## src/rtl/mips_multicycle_core.sv

```systemverilog
// Multi-cycle 16-bit-instruction core: FETCH/DECODE/EXEC/MEM/WB FSM with req/ack
// instruction and data memory ports, hardwired-zero r0 and an absorbing HALT state.
module mips_multicycle_core #(
    parameter int DATA_W = 16,
    parameter int PC_W   = 6,
    parameter int NREGS  = 16
) (
    input  logic              clk,
    input  logic              clear,
    output logic              imem_req,
    output logic [PC_W-1:0]   imem_addr,
    input  logic [15:0]       imem_rdata,
    input  logic              imem_ack,
    output logic              dmem_req,
    output logic              dmem_we,
    output logic [DATA_W-1:0] dmem_addr,
    output logic [DATA_W-1:0] dmem_wdata,
    input  logic [DATA_W-1:0] dmem_rdata,
    input  logic              dmem_ack,
    output logic [PC_W-1:0]   pc,
    output logic              instr_done,
    output logic              halted,
    output logic [DATA_W-1:0] dbg_a,
    output logic [DATA_W-1:0] dbg_b,
    output logic [DATA_W-1:0] dbg_wdata
);
    localparam int RI_W = (NREGS > 1) ? $clog2(NREGS) : 1;

    localparam logic [3:0] OP_ADD  = 4'h0, OP_SUB = 4'h1, OP_AND = 4'h2, OP_OR  = 4'h3;
    localparam logic [3:0] OP_SLT  = 4'h4, OP_ADDI = 4'h5, OP_LW = 4'h6, OP_SW  = 4'h7;
    localparam logic [3:0] OP_BEQ  = 4'h8, OP_BNE = 4'h9, OP_JMP = 4'hA, OP_HALT = 4'hF;

    typedef enum logic [2:0] {S_FETCH, S_DECODE, S_EXEC, S_MEM, S_WB, S_HALT} state_t;

    state_t            state_q, state_d;
    logic              idle_q;
    logic [PC_W-1:0]   pc_q, pc_d;
    logic [15:0]       ir_q, ir_d;
    logic [DATA_W-1:0] a_q, a_d, b_q, b_d, alu_q, alu_d, mdr_q, mdr_d;
    logic [DATA_W-1:0] regs_q [NREGS];

    logic [3:0]        op, imm4;
    logic [RI_W-1:0]   rsIdx, rtIdx, rdIdx, destIdx;
    logic [DATA_W-1:0] rfA, rfB, immZ, aluRes, wbData;
    logic [PC_W-1:0]   immS;
    logic              isIllegal, branchTaken, sltBit, regWe;

    assign op        = ir_q[15:12];
    assign rsIdx     = ir_q[8 +: RI_W];
    assign rtIdx     = ir_q[4 +: RI_W];
    assign rdIdx     = ir_q[0 +: RI_W];
    assign imm4      = ir_q[3:0];
    assign immZ      = {{(DATA_W-4){1'b0}}, imm4};
    assign immS      = {{(PC_W-4){imm4[3]}}, imm4};
    assign isIllegal = (op >= 4'hB) && (op <= 4'hE);
    assign rfA       = (rsIdx == '0) ? '0 : regs_q[rsIdx];
    assign rfB       = (rtIdx == '0) ? '0 : regs_q[rtIdx];
    assign sltBit    = $signed(a_q) < $signed(b_q);
    assign branchTaken = ((op == OP_BEQ) && (a_q == b_q)) || ((op == OP_BNE) && (a_q != b_q));
    assign destIdx   = (op <= OP_SLT) ? rdIdx : rtIdx;
    assign wbData    = (op == OP_LW) ? mdr_q : alu_q;

    always_comb begin
        aluRes = '0;
        case (op)
            OP_ADD:                 aluRes = a_q + b_q;
            OP_SUB:                 aluRes = a_q - b_q;
            OP_AND:                 aluRes = a_q & b_q;
            OP_OR:                  aluRes = a_q | b_q;
            OP_SLT:                 aluRes = {{(DATA_W-1){1'b0}}, sltBit};
            OP_ADDI, OP_LW, OP_SW:  aluRes = a_q + immZ;
            default:                aluRes = '0;
        endcase
    end

    // idle_q masks the first cycle after clear so req stays low and a late ack is dropped
    always_ff @(posedge clk) begin
        if (clear) begin
            state_q <= S_FETCH;
            idle_q  <= 1'b1;
        end else begin
            state_q <= state_d;
            idle_q  <= 1'b0;
        end
    end

    always_comb begin
        state_d = state_q;
        case (state_q)
            S_FETCH:  if (!idle_q && imem_ack) state_d = S_DECODE;
            S_DECODE: state_d = isIllegal ? S_FETCH : S_EXEC;
            S_EXEC: begin
                if (op <= OP_ADDI)                      state_d = S_WB;
                else if (op == OP_LW || op == OP_SW)    state_d = S_MEM;
                else if (op == OP_HALT)                 state_d = S_HALT;
                else                                    state_d = S_FETCH;
            end
            S_MEM:    if (dmem_ack) state_d = (op == OP_LW) ? S_WB : S_FETCH;
            S_WB:     state_d = S_FETCH;
            S_HALT:   state_d = S_HALT;
            default:  state_d = S_FETCH;
        endcase
    end

    always_comb begin
        imem_req   = (state_q == S_FETCH) && !idle_q;
        dmem_req   = (state_q == S_MEM);
        dmem_we    = (state_q == S_MEM) && (op == OP_SW);
        halted     = (state_q == S_HALT);
        regWe      = (state_q == S_WB);
        instr_done = 1'b0;
        case (state_q)
            S_DECODE: instr_done = isIllegal;
            S_EXEC:   instr_done = (op == OP_BEQ) || (op == OP_BNE) || (op == OP_JMP) || (op == OP_HALT);
            S_MEM:    instr_done = dmem_ack && (op == OP_SW);
            S_WB:     instr_done = 1'b1;
            default:  instr_done = 1'b0;
        endcase
    end

    always_comb begin
        pc_d  = pc_q;
        ir_d  = ir_q;
        a_d   = a_q;
        b_d   = b_q;
        alu_d = alu_q;
        mdr_d = mdr_q;
        case (state_q)
            S_FETCH: begin
                if (!idle_q && imem_ack) begin
                    ir_d = imem_rdata;
                    pc_d = pc_q + PC_W'(1);
                end
            end
            S_DECODE: begin
                a_d = rfA;
                b_d = rfB;
            end
            S_EXEC: begin
                alu_d = aluRes;
                // pc already points past the branch, so the offset is relative to pc+1
                if (branchTaken)       pc_d = pc_q + immS;
                else if (op == OP_JMP) pc_d = ir_q[PC_W-1:0];
            end
            S_MEM:   if (dmem_ack && op == OP_LW) mdr_d = dmem_rdata;
            default: ;
        endcase
    end

    always_ff @(posedge clk) begin
        if (clear) begin
            pc_q  <= '0;
            ir_q  <= '0;
            a_q   <= '0;
            b_q   <= '0;
            alu_q <= '0;
            mdr_q <= '0;
            for (int i = 0; i < NREGS; i++) regs_q[i] <= '0;
        end else begin
            pc_q  <= pc_d;
            ir_q  <= ir_d;
            a_q   <= a_d;
            b_q   <= b_d;
            alu_q <= alu_d;
            mdr_q <= mdr_d;
            if (regWe && destIdx != '0) regs_q[destIdx] <= wbData;
        end
    end

    assign imem_addr  = pc_q;
    assign pc         = pc_q;
    assign dmem_addr  = alu_q;
    assign dmem_wdata = b_q;
    assign dbg_a      = rfA;
    assign dbg_b      = rfB;
    assign dbg_wdata  = wbData;
endmodule

```

## config.mk

```make
export PLATFORM = sky130hd
export DESIGN_NAME = mips_multicycle_core
export DESIGN_NICKNAME = d
export VERILOG_FILES = /design/src/rtl/mips_multicycle_core.sv
export SDC_FILE = /design/constraint.sdc
export NUM_CORES = 1
export LEC_CHECK = 0
export CAP_MARGIN = 10
export CORE_MARGIN = 5
export CORE_UTILIZATION = 65
export CTS_CLUSTER_DIAMETER = 50
export DETAILED_ROUTE_END_ITERATION = 7
export PLACE_DENSITY = 0.87
export SETUP_SLACK_MARGIN = 0.1
export SLEW_MARGIN = 20
export SYNTH_ARGS = -nofsm -noshare
export SYNTH_HDL_FRONTEND = slang
export SYNTH_SLANG_ARGS = --single-unit
```

## constraint.sdc

```tcl
create_clock -name clk -period 6.6 [get_ports clk]
set_clock_uncertainty 0.1 [all_clocks]
set_input_delay 0.66 -clock clk [delete_from_list [all_inputs] [get_ports clk]]
set_output_delay 0.66 -clock clk [all_outputs]
set_load 0.01 [all_outputs]
```

### After elaboration in Yosys (flattened, before gate mapping)

Memory sizes are Yosys's and may differ from the RTL's. A register that Yosys moved wholly into a read port is not among the register bits.
Index checks and enable logic that the tools add are counted.

* reductions and logical operators: 27
* muxes and demuxes: 30
* add/subtract/negate cells: 5
* $lt $le $gt $ge: 5
* equality and inequality tests: 21
* bitwise operators: 2

Operator list (count)
* case mux 16 bit (6 select lines): 1
* 2-to-1 mux 16 bit: 4
* 2-to-1 mux 4 bit: 6
* 2-to-1 mux 3 bit: 6
* 2-to-1 mux 6 bit: 3
* adder 16 bit: 1
* adder 16 x 4 -> 16 bit: 1
* AND 16 bit: 1
* == test 16 bit: 1
* == test 4 x 3 -> 1 bit (second input constant): 4
* == test 4 bit (second input constant): 4
* < comparator 16 bit: 1
* inequality test 16 bit: 1
* bitwise OR 16 bit: 1
* OR reduction 16 bit: 1
* subtractor 16 bit: 1
* case mux 3 bit (5 select lines): 1
* zero test 4 bit: 3
* case mux 6 bit (2 select lines): 1
* logical AND 1 bit: 9
* == test 4 x 2 -> 1 bit (second input constant): 2
* less-or-equal comparator 4 x 3 -> 1 bit (second input constant): 2
* adder 6 x 1 -> 6 bit (second input constant): 1
* adder 6 bit: 1
* 20 further kinds: 33

* memories: 1
* bits of input ports: 36
* bits in writable memories: 256
* output and inout port bits: 97
* word-level logic and storage cells: 99
* flip-flop bits (word level): 90

Memory list
* regs_q: words 16, width 16, read ports 2, clocked after Yosys merged registers in 2, wr ports 16, RTL line 40 `logic [DATA_W-1:0] regs_q [NREGS];`

### Logic depth before layout (Yosys ltp)

Gate-level depths: netlist of run 1.

* word-level depth: 9
* gate-level depth with buffers: 15
* mapped depth without buffers: 14

### Least setup slack after synthesis of run 1

Ideal clock, no wire load.

* path kind: register to register
* from: reg ir_q[15]
* to: reg alu_q[14] (netlist: dmem_addr[14])
* data required time: 6.379 ns
* setup slack: 3.377 ns
* data arrival time: 3.002 ns
* path buffers: 2
* period minus slack after synthesis: 3.223 ns
* cell stages (with the launch flop): 15
* setup time: 0.121 ns
* cells stage by stage: dfxtp_1 -> buf_2 -> clkbuf_1 -> nor2_1 -> o21ai_0 -> ha_1 -> fa_1 -> a211oi_2 -> o21bai_1 -> a21oi_1 -> o21ai_1 -> a21oi_1 -> xnor2_1 -> a221oi_1 -> o21ai_1

* cells in the longest elaborated chain, start to end: 3
* elaborated cells between the ends (all ways): 10
* those cells by class: 7 x eq/ne; 1 x mux; 2 x reduce/logical

RTL lines
* from (decl): RTL line 38 `logic [15:0] ir_q, ir_d;`
* from (signal assigned): RTL line 161 `ir_q <= ir_d;`
* == test 4 x 3 -> 1 bit: RTL line 65 `case (op)`
* OR reduction 3 bit: RTL line 65
* case mux 16 bit (6 select lines) (*): RTL line 65
* to (signal assigned): RTL line 164 `alu_q <= alu_d;`
* to (decl): RTL line 39 `logic [DATA_W-1:0] a_q, a_d, b_q, b_d, alu_q, alu_d, mdr_q, mdr_d;`

Mark *: on every way between the ends. The rest lies on a longest branch, timed or not.
A chain may end at the register's enable or synchronous reset.

==> results.json, run 1 <==
{
  "synthArstFlopShare": 0,
  "antenna_found_initial": 2,
  "worst-setup-path-type": "flip-flop to primary output",
  "ios": 133,
  "num_vias": 15900,
  "htreeDepth": 2,
  "place_ws_ns": 2.51,
  "swShare": 0.274,
  "synth-seq-area-share": 0.489,
  "crit_slowest_cell": "dfxtp_4",
  "cts_inserted_buffers": 41,
  "leakage_nw": 7.63,
  "synth-seq-cells": 354,
  "synth-compound-area-share": 0.0737,
  "tns_ns": 0,
  "outcome": "complete, no violations",
  "rows": 63,
  "post_cts_resize_count": 0,
  "die_w_um": 184,
  "synth-xor-area-share": 0.0151,
  "p_sw_mw": 1.56,
  "cp-start-kind": "flip-flop",
  "grt_pass1_wl_mm": 98.1,
  "finalCriticalPeriod_ns": 4.74,
  "synthMuxAreaShare": 0.193,
  "cts_root_buf": "clkbuf_16",
  "synth_edf_count": 256,
  "ant_nets": 0,
  "setup_slack_ns": 1.86,
  "synthFlopType": "edfxtp_1",
  "grt_max_degree": 75,
  "synth_top_family_by_area": "multiplexers",
  "clkSlewWorstSetupHoldPaths_ns": 0.06,
  "synthAdderAreaFrac": 0.0468,
  "final_util": 0.760,
  "core_area_mm2": 0.0298,
  "viasPerCell": 7.18,
  "ys_top_cells_by_area": "edfxtp_1 (39%), mux4_2 (18%), dfxtp_1 (9.9%), nor2_1 (5.6%), ha_1 (4.4%)",
  "drc": 0,
  "powerDensity_mw_per_mm2": 252,
  "drive_above_1_share": 0.166,
  "pwr-share-clk": 0.396,
  "end_kind": "primary output",
  "grt.total_usage": 0.388,
  "seqPwrFrac": 0.453,
  "syn_area_mm2": 0.0197,
  "power_mw": 5.70,
  "wirelength_mm": 65.7,
  "clock_sinks": 354,
  "yosys.area_share.simple": 0.136,
  "post-dp-hpwl_mm": 40.9,
  "fin_area_mm2": 0.0226,
  "internal_power_mw": 4.14,
  "ir_drop_uv": 175,
  "avgRoutedWirePerCell_um": 29.6,
  "clkLatencyLatePin_ns": 0.56,
  "cpMostUsedCell": "mux4_2",
  "path_cells": "buf_4 -> mux4_2 -> mux4_2 -> nor2b_1 -> clkdlybuf4s50_1",
  "tightest_slew_ns": 1.23,
  "port_buffers": 132,
  "yosysUniqueCellTypes": 69,
  "rsz0062_at_grt": "no",
  "period_share": 0.718,
  "layout_commonest_cell": "nor2_1",
  "yosys.area.top_type": "edfxtp_1",
  "dr.pass1.iters": 7,
  "nets": 1903,
  "holdCritPathClass": "flip-flop to flip-flop",
  "die_h_um": 184,
  "placed_cell_area_mm2": 0.0213,
  "areaGrowthSynthToFinish_pct": 14.7,
  "final_hold_viol_count": 0,
  "dieArea_mm2": 0.0340,
  "synth_warnings": 0,
  "syn_area_per_cell_um2": 11.7,
  "synth_top_area_share": 0.389,
  "start_util": 0.663,
  "netlist_instances": 1690,
  "cp_data_arrival_time_ns": 3.98,
  "layout_common_cells": "nor2_1 (293), edfxtp_1 (256), nand2_1 (175), mux4_2 (160), clkdlybuf4s50_1 (131)",
  "hold_buffers": 0,
  "postCtsSetupBuffers": 0,
  "relSlewSlack": 0.179,
  "slew_viol_final": 0,
  "critPathMaxFanout": 35,
  "drt_iter0_drc": 2693,
  "setup_violations": 0,
  "fmax_ghz": 0.211,
  "cp.required_ns": 5.84,
  "grt-ovfl-total": 0,
  "gp_congestion": 0.963,
  "cap_violations": 0,
  "slowest_delay_ns": 0.82,
  "power_frac_comb": 0.152,
  "first_global_vias": 15900,
  "cts_max_path_buffers": 3,
  "cts_tree": "built"
}
## per-layer routing
metal | up-vias | wire length (um) | GRT usage
met5 | - | 0 | 0
met4 | 0 | 4870 | 0.229
met3 | 403 | 9320 | 0.113
met2 | 1618 | 30000 | 0.601
met1 | 7540 | 21500 | 0.490
li1 | 6368 | - | -
## power by group through the flow
stage	Clock (mW)	Sequential (mW)	Combinational (mW)
5_1_grt	2.34	2.58	0.900
2_1_floorplan	0	2.54	0.577
4_1_cts	2.24	2.57	0.843
3_3_place_gp	0	2.60	0.807
6_report	2.26	2.58	0.864
3_5_place_dp	0	2.61	0.827
## Yosys cell counts, types with 3 or more instances
| cell type | instances |
|---|---|
| buf_1 | 8 |
| dfxtp_1 | 98 |
| a31oi_1 | 8 |
| a211oi_1 | 9 |
| and2_1 | 6 |
| edfxtp_1 | 256 |
| inv_1 | 70 |
| a21o_1 | 7 |
| and3_1 | 3 |
| or3_1 | 3 |
| o211ai_1 | 4 |
| nand2_2 | 7 |
| buf_6 | 16 |
| o21ai_0 | 36 |
| a221oi_1 | 9 |
| ha_1 | 69 |
| buf_2 | 32 |
| buf_4 | 7 |
| mux4_2 | 160 |
| nor2_1 | 294 |
| o31ai_1 | 4 |
| a21oi_1 | 118 |
| clkbuf_1 | 61 |
| o21bai_1 | 7 |
| nor2b_1 | 36 |
| fa_1 | 3 |
| nand2b_1 | 22 |
| a2111oi_0 | 4 |
| nor3_1 | 15 |
| nor3b_1 | 4 |
| nor4_1 | 8 |
| a22oi_1 | 5 |
| mux2i_1 | 19 |
| xor2_1 | 8 |
| o21ai_1 | 7 |
| nand3_1 | 14 |
| and2b_1 | 4 |
| xnor2_1 | 26 |
| nand2_1 | 175 |
| nand3b_1 | 6 |
## logic make-up (layout without fill, tap and decap cells)
logic type	Yosys count	in the layout
AND/OR/NAND/NOR	612	612
flip-flops	354	354
AO/OA/AOI/OAI	241	241
buffers and inverters	196	319
multiplexers	180	180
adder cells (fa/ha/maj)	72	72
XOR/XNOR	34	34
other	1	18
## per-stage QoR
stage | instances | hold slack (ns)
2_1_floorplan | 1705 | 0.332
3_3_place_gp | 2142 | 0.339
3_5_place_dp | 2142 | 0.346
4_1_cts | 2218 | 0.355
5_1_grt | 2218 | 0.377
6_report | 2220 | 0.352
## flip-flops by register name, indices dropped and copies added, names as in the netlist, named ones only
name,cells
ir_q,16
state_q,3
imem_addr,6
idle_q,1
regs_q,256
dmem_addr,16
a_q,16
dmem_wdata,16
mdr_q,16
## critical path, delay by kind of cell, from the launching register on
family | cells | cell delay, ns
buf+inv | 2 | 1.20
flops | 1 | 0.82
mux | 2 | 1.15
simple gates | 1 | 0.19
## cell type report
class | count | area [um2]
sequential | 354 | 9660
timing repair buffer | 173 | 1630
tap | 390 | 488
clock buffer | 57 | 1200
inverter | 70 | 263
clock inverter | 19 | 139
fill | 1751 | 7160
multi-input combinational | 1155 | 9260
antenna | 2 | 5.00
## final timing paths
kind / to / startpoint / slack (ns) / depth (start not counted)
setup / recovery: dbg_b[4] / flip-flop / 1.86 / 5
hold / removal: mdr_q[1] / mdr_q[1] / 0.35 / 2
setup reg to reg: regs_q[14][9] / ir_q[12] / 2.40 / 7
hold reg to reg: mdr_q[1] / mdr_q[1] / 0.35 / 2
(Power assumes the default switching activity.)
==> inputs of run 2 (changes only) <==
--- a/config.mk
+++ b/config.mk
@@ -7,10 +7,10 @@
 export LEC_CHECK = 0
 export CAP_MARGIN = 10
 export CORE_MARGIN = 5
-export CORE_UTILIZATION = 65
+export CORE_UTILIZATION = 60
 export CTS_CLUSTER_DIAMETER = 50
 export DETAILED_ROUTE_END_ITERATION = 7
-export PLACE_DENSITY = 0.87
+export PLACE_DENSITY = 0.81
 export SETUP_SLACK_MARGIN = 0.1
 export SLEW_MARGIN = 20
 export SYNTH_ARGS = -nofsm -noshare
==> constraint.sdc (replaced) <==
create_clock -name clk -period 4.95 [get_ports clk]
set_clock_uncertainty 0.1 [all_clocks]
set_input_delay 0.495 -clock clk [delete_from_list [all_inputs] [get_ports clk]]
set_output_delay 0.495 -clock clk [all_outputs]
set_load 0.01 [all_outputs]
==> results.json, run 2 (synthesis results as in run 1) <==
{
  "post_cts_resize_count": 0,
  "slew_viol_final": 0,
  "cp-start-kind": "flip-flop",
  "placed_cell_area_mm2": 0.0215,
  "cts_max_path_buffers": 3,
  "cts_root_buf": "clkbuf_16",
  "final_hold_viol_count": 0,
  "drive_above_1_share": 0.169,
  "layout_commonest_cell": "nor2_1",
  "gp_congestion": 0.995,
  "first_global_vias": 15000,
  "nFillCells": 2291,
  "cp_data_arrival_time_ns": 3.53,
  "postCtsSetupBuffers": 0,
  "rsz0062_at_grt": "no",
  "fmax_ghz": 0.242,
  "worstReg2RegStart": "ir_q[15]",
  "grt_max_degree": 62,
  "wirelength_mm": 61.8,
  "clkSlewWorstSetupHoldPaths_ns": 0.06,
  "clock_sinks": 354,
  "antenna_found_initial": 1,
  "r2r-end": "dmem_addr[14]",
  "core_area_mm2": 0.0325,
  "finalCriticalPeriod_ns": 4.13,
  "n_antenna_cell": 0,
  "htreeDepth": 2,
  "largest_reg_flops": 256,
  "tns_ns": 0,
  "grt.total_usage": 0.337,
  "hold-path-endpoint": "mdr_q[4]",
  "areaGrowthSynthToFinish_pct": 15.4,
  "layout_common_cells": "nor2_1 (293), edfxtp_1 (256), nand2_1 (175), mux4_2 (160), clkdlybuf4s50_1 (131)",
  "holdPathStages": 2,
  "cts_tree": "built",
  "place_ws_ns": 1.07,
  "dr.pass1.iters": 5,
  "drc": 0,
  "die_w_um": 191,
  "crit_slowest_cell": "dfxtp_4",
  "period_share": 0.833,
  "grt_pass1_wl_mm": 91.3,
  "end_kind": "primary output",
  "tightest_slew_ns": 1.23,
  "post-dp-hpwl_mm": 42.0,
  "start_util": 0.607,
  "cp.required_ns": 4.36,
  "critPathMaxFanout": 38,
  "ios": 133,
  "die_h_um": 191,
  "cts_inserted_buffers": 40,
  "cp_top_family": "multiplexers",
  "worst-setup-path-type": "flip-flop to primary output",
  "ant_nets": 0,
  "setup_violations": 0,
  "regMostFlops": "regs_q",
  "path_buf_inv": 2,
  "viasPerCell": 6.55,
  "slowest_delay_ns": 0.72,
  "leakage_nw": 7.68,
  "holdCritPathClass": "flip-flop to flip-flop",
  "clkLatencyLatePin_ns": 0.57,
  "hold_start": "mdr_q[4]",
  "setup_slack_ns": 0.825,
  "worstRegToRegCells": 14,
  "relSlewSlack": 0.180,
  "dieArea_mm2": 0.0366,
  "outcome": "complete, no violations",
  "cpMostUsedCell": "mux4_2",
  "fin_area_mm2": 0.0228,
  "cap_violations": 0,
  "r2r_setup_slack_ns": 1.04,
  "rows": 66,
  "powerDensity_mw_per_mm2": 327,
  "drt_iter0_drc": 2152,
  "path_cells": "buf_12 -> mux4_2 -> mux4_2 -> nor2b_1 -> clkdlybuf4s50_1",
  "power_mw": 7.44,
  "avgRoutedWirePerCell_um": 27.1,
  "num_vias": 15000,
  "ir_drop_uv": 343,
  "nets": 1920,
  "grt-ovfl-total": 0,
  "port_buffers": 132,
  "hold_buffers": 0
}
run 2: final cells by class:
| type | count | area, um2 | area share |
|---|---|---|---|
| clock inverter | 25 | 231 | 0.0102 |
| multi-input combinational | 1155 | 9250 | 0.406 |
| sequential | 354 | 9660 | 0.424 |
| tap | 442 | 553 | 0.0243 |
| inverter | 70 | 263 | 0.0115 |
| timing repair buffer | 191 | 1800 | 0.0790 |
| clock buffer | 46 | 1020 | 0.0449 |
run 2: routing by layer:
metal / vias to the layer above / share of wire / track usage / routed length (um)
met5: - / 0 / 0 / 0
met4: 0 / 0.052 / 0.150 / 3230
met3: 223 / 0.12 / 0.0982 / 7530
met2: 1072 / 0.47 / 0.548 / 29300
met1: 7284 / 0.35 / 0.424 / 21700
li1: 6383 / - / - / -
run 2: how the worst max path moves through the flow:
stage | startpoint | endpoint | slack, ns | depth (start not counted)
floorplan | ir_q[15] | dmem_addr[14] | 1.73 | 14
global placement | ir_q[15] | dmem_addr[14] | 1.18 | 14
detailed placement | ir_q[15] | dmem_addr[14] | 1.07 | 14
CTS | flip-flop | dbg_b[15] | 0.80 | 5
global route | flip-flop | dbg_b[0] | 0.69 | 5
finish | flip-flop | dbg_b[15] | 0.82 | 5
run 2: power breakdown:
group          internal, mW  switching [mW]  leakage (nW)
sequential             3.28           0.135          3.43
clock                  1.58            1.30         0.600
combinational         0.530           0.622          3.65
run 2: worst reg2reg max path, cell delays in order, from the launching register on:
cell,delay (ns)
dfxtp_1,0.71
nor2_1,0.33
buf_4,0.27
nand2_1,0.07
o21ai_0,0.08
ha_1,0.24
fa_1,0.46
a211oi_2,0.23
o21bai_1,0.12
a21oi_1,0.31
o21ai_1,0.18
a21oi_1,0.21
xnor2_1,0.09
a221oi_1,0.30
o21ai_1,0.09
run 2: stage by stage:
| step | hold slack (ns) | instances | utilization |
|---|---|---|---|
| final | 0.352 | 2283 | 0.700 |
| after global routing | 0.368 | 2283 | 0.700 |
| after global placement | 0.338 | 2212 | 0.661 |
| after CTS | 0.357 | 2283 | 0.700 |
| after floorplan | 0.332 | 1705 | - |
| after detailed placement | 0.349 | 2212 | 0.661 |
==> inputs of run 3 (changes only) <==
==> constraint.sdc (replaced) <==
create_clock -name clk -period 4.2 [get_ports clk]
set_clock_uncertainty 0.1 [all_clocks]
set_input_delay 0.42 -clock clk [delete_from_list [all_inputs] [get_ports clk]]
set_output_delay 0.42 -clock clk [all_outputs]
set_load 0.01 [all_outputs]
==> results.json, run 3 (synthesis results as in run 1) <==
{
  "seqPwrFrac": 0.443,
  "end_kind": "primary output",
  "internal_power_mw": 6.65,
  "cts_tree": "built",
  "ant_nets": 0,
  "clkSlewWorstSetupHoldPaths_ns": 0.06,
  "cts_root_buf": "clkbuf_16",
  "slowest_delay_ns": 0.58,
  "drive_above_1_share": 0.173,
  "hold_buffers": 0,
  "grt_max_degree": 116,
  "core_area_mm2": 0.0325,
  "powerDensity_mw_per_mm2": 393,
  "grt_pass1_wl_mm": 92.0,
  "outcome": "complete, no violations",
  "grt-ovfl-total": 0,
  "path_cells": "buf_4 -> mux4_2 -> mux4_2 -> nor2b_1 -> clkdlybuf4s50_1",
  "clkLatencyLatePin_ns": 0.55,
  "finalCriticalPeriod_ns": 3.83,
  "worst-setup-path-type": "flip-flop to primary output",
  "htreeDepth": 2,
  "dr.pass1.iters": 6,
  "start_util": 0.607,
  "cp_top_family": "multiplexers",
  "cts_max_path_buffers": 3,
  "drt_iter0_drc": 2148,
  "num_vias": 15100,
  "dieArea_mm2": 0.0366,
  "largest_reg_flops": 256,
  "areaGrowthSynthToFinish_pct": 16.4,
  "post-dp-hpwl_mm": 41.6,
  "viasPerCell": 6.58,
  "power_frac_comb": 0.154,
  "ios": 133,
  "leakage_nw": 7.80,
  "die_w_um": 191,
  "layout_commonest_cell": "nor2_1",
  "ir_drop_uv": 254,
  "crit_slowest_cell": "mux4_2",
  "tightest_slew_ns": 1.18,
  "nets": 1928,
  "slew_viol_final": 0,
  "nFillCells": 2191,
  "regMostFlops": "regs_q",
  "grt.total_usage": 0.335,
  "postCtsSetupBuffers": 0,
  "cts_inserted_buffers": 42,
  "layout_common_cells": "nor2_1 (293), edfxtp_1 (256), nand2_1 (175), mux4_2 (160), clkdlybuf4s50_1 (131)",
  "antenna_found_initial": 1,
  "rsz0062_at_grt": "no",
  "first_global_vias": 15000,
  "port_buffers": 132,
  "pwr-share-clk": 0.403,
  "cp_data_arrival_time_ns": 3.31,
  "path_buf_inv": 2,
  "avgRoutedWirePerCell_um": 26.6,
  "post_cts_resize_count": 0,
  "fmax_ghz": 0.261,
  "cpMostUsedCell": "mux4_2",
  "cp-start-kind": "flip-flop",
  "cp.required_ns": 3.68,
  "n_antenna_cell": 0,
  "relSlewSlack": 0.215,
  "clock_sinks": 354,
  "critPathMaxFanout": 15,
  "die_h_um": 191,
  "cap_violations": 0,
  "drc": 0,
  "dp.cells": 2218,
  "final_hold_viol_count": 0,
  "setup_violations": 0,
  "tns_ns": 0,
  "fin_cells": 2294,
  "rows": 66,
  "period_share": 0.911,
  "wirelength_mm": 60.9,
  "swShare": 0.264,
  "holdCritPathClass": "primary input to flip-flop",
  "p_sw_mw": 2.38,
  "gp_congestion": 0.977
}
run 3: worst register-to-register path, delay by kind of cell, from the launching register on:
family,cells,cell delay [ns]
adder cells (fa/ha/maj),2,0.72
XOR/XNOR,1,0.09
AO/OA/AOI/OAI,9,1.67
flip-flops,1,0.35
AND/OR/NAND/NOR,1,0.51
run 3: final cells by class:
type                            count  area (um2)  area share
Multi-Input combinational cell   1155        9240       0.402
Clock inverter                     22         224     0.00975
Sequential cell                   354        9660       0.421
Clock buffer                       54        1160      0.0504
Inverter                           70         263      0.0114
Timing Repair Buffer              197        1870      0.0814
Tap cell                          442         553      0.0241
run 3: power groups by stage:
stage	Sequential (mW)	Clock (mW)	Combinational, mW
after floorplan	4.00	0	0.906
after global placement	4.04	0	1.33
after detailed placement	4.06	0	1.36
after CTS	3.99	3.64	1.37
after global routing	4.01	3.82	1.46
final	4.00	3.64	1.39
run 3: routing by layer:
metal	share of wire	vias to the layer above	wire (um)	global-route usage
met5	0.00021	-	13	0
met4	0.034	2	2100	0.101
met3	0.14	199	8240	0.0946
met2	0.48	1135	29200	0.550
met1	0.35	7347	21400	0.438
li1	-	6411	-	-
run 3: final timing paths:
check	startpoint	to	slack [ns]	depth (start not counted)
min reg2reg	mdr_q[4]	mdr_q[4]	0.35	2
min	clear	idle_q	0.31	2
max	flip-flop	dbg_b[15]	0.37	5
max reg2reg	ir_q[12]	dmem_addr[14]	0.64	13
run 3: metrics by stage:
stage          power [mW]  setup slack [ns]  hold WS (ns)   util  instance area (um2)
2_1_floorplan        4.90             0.977         0.332      -                19800
3_3_place_gp         5.38             0.732         0.338  0.663                21600
3_5_place_dp         5.42             0.682         0.347  0.663                21600
4_1_cts              9.01             0.356         0.312  0.706                23000
5_1_grt              9.29             0.243         0.334  0.706                23000
6_report             9.03             0.372         0.307  0.706                23000
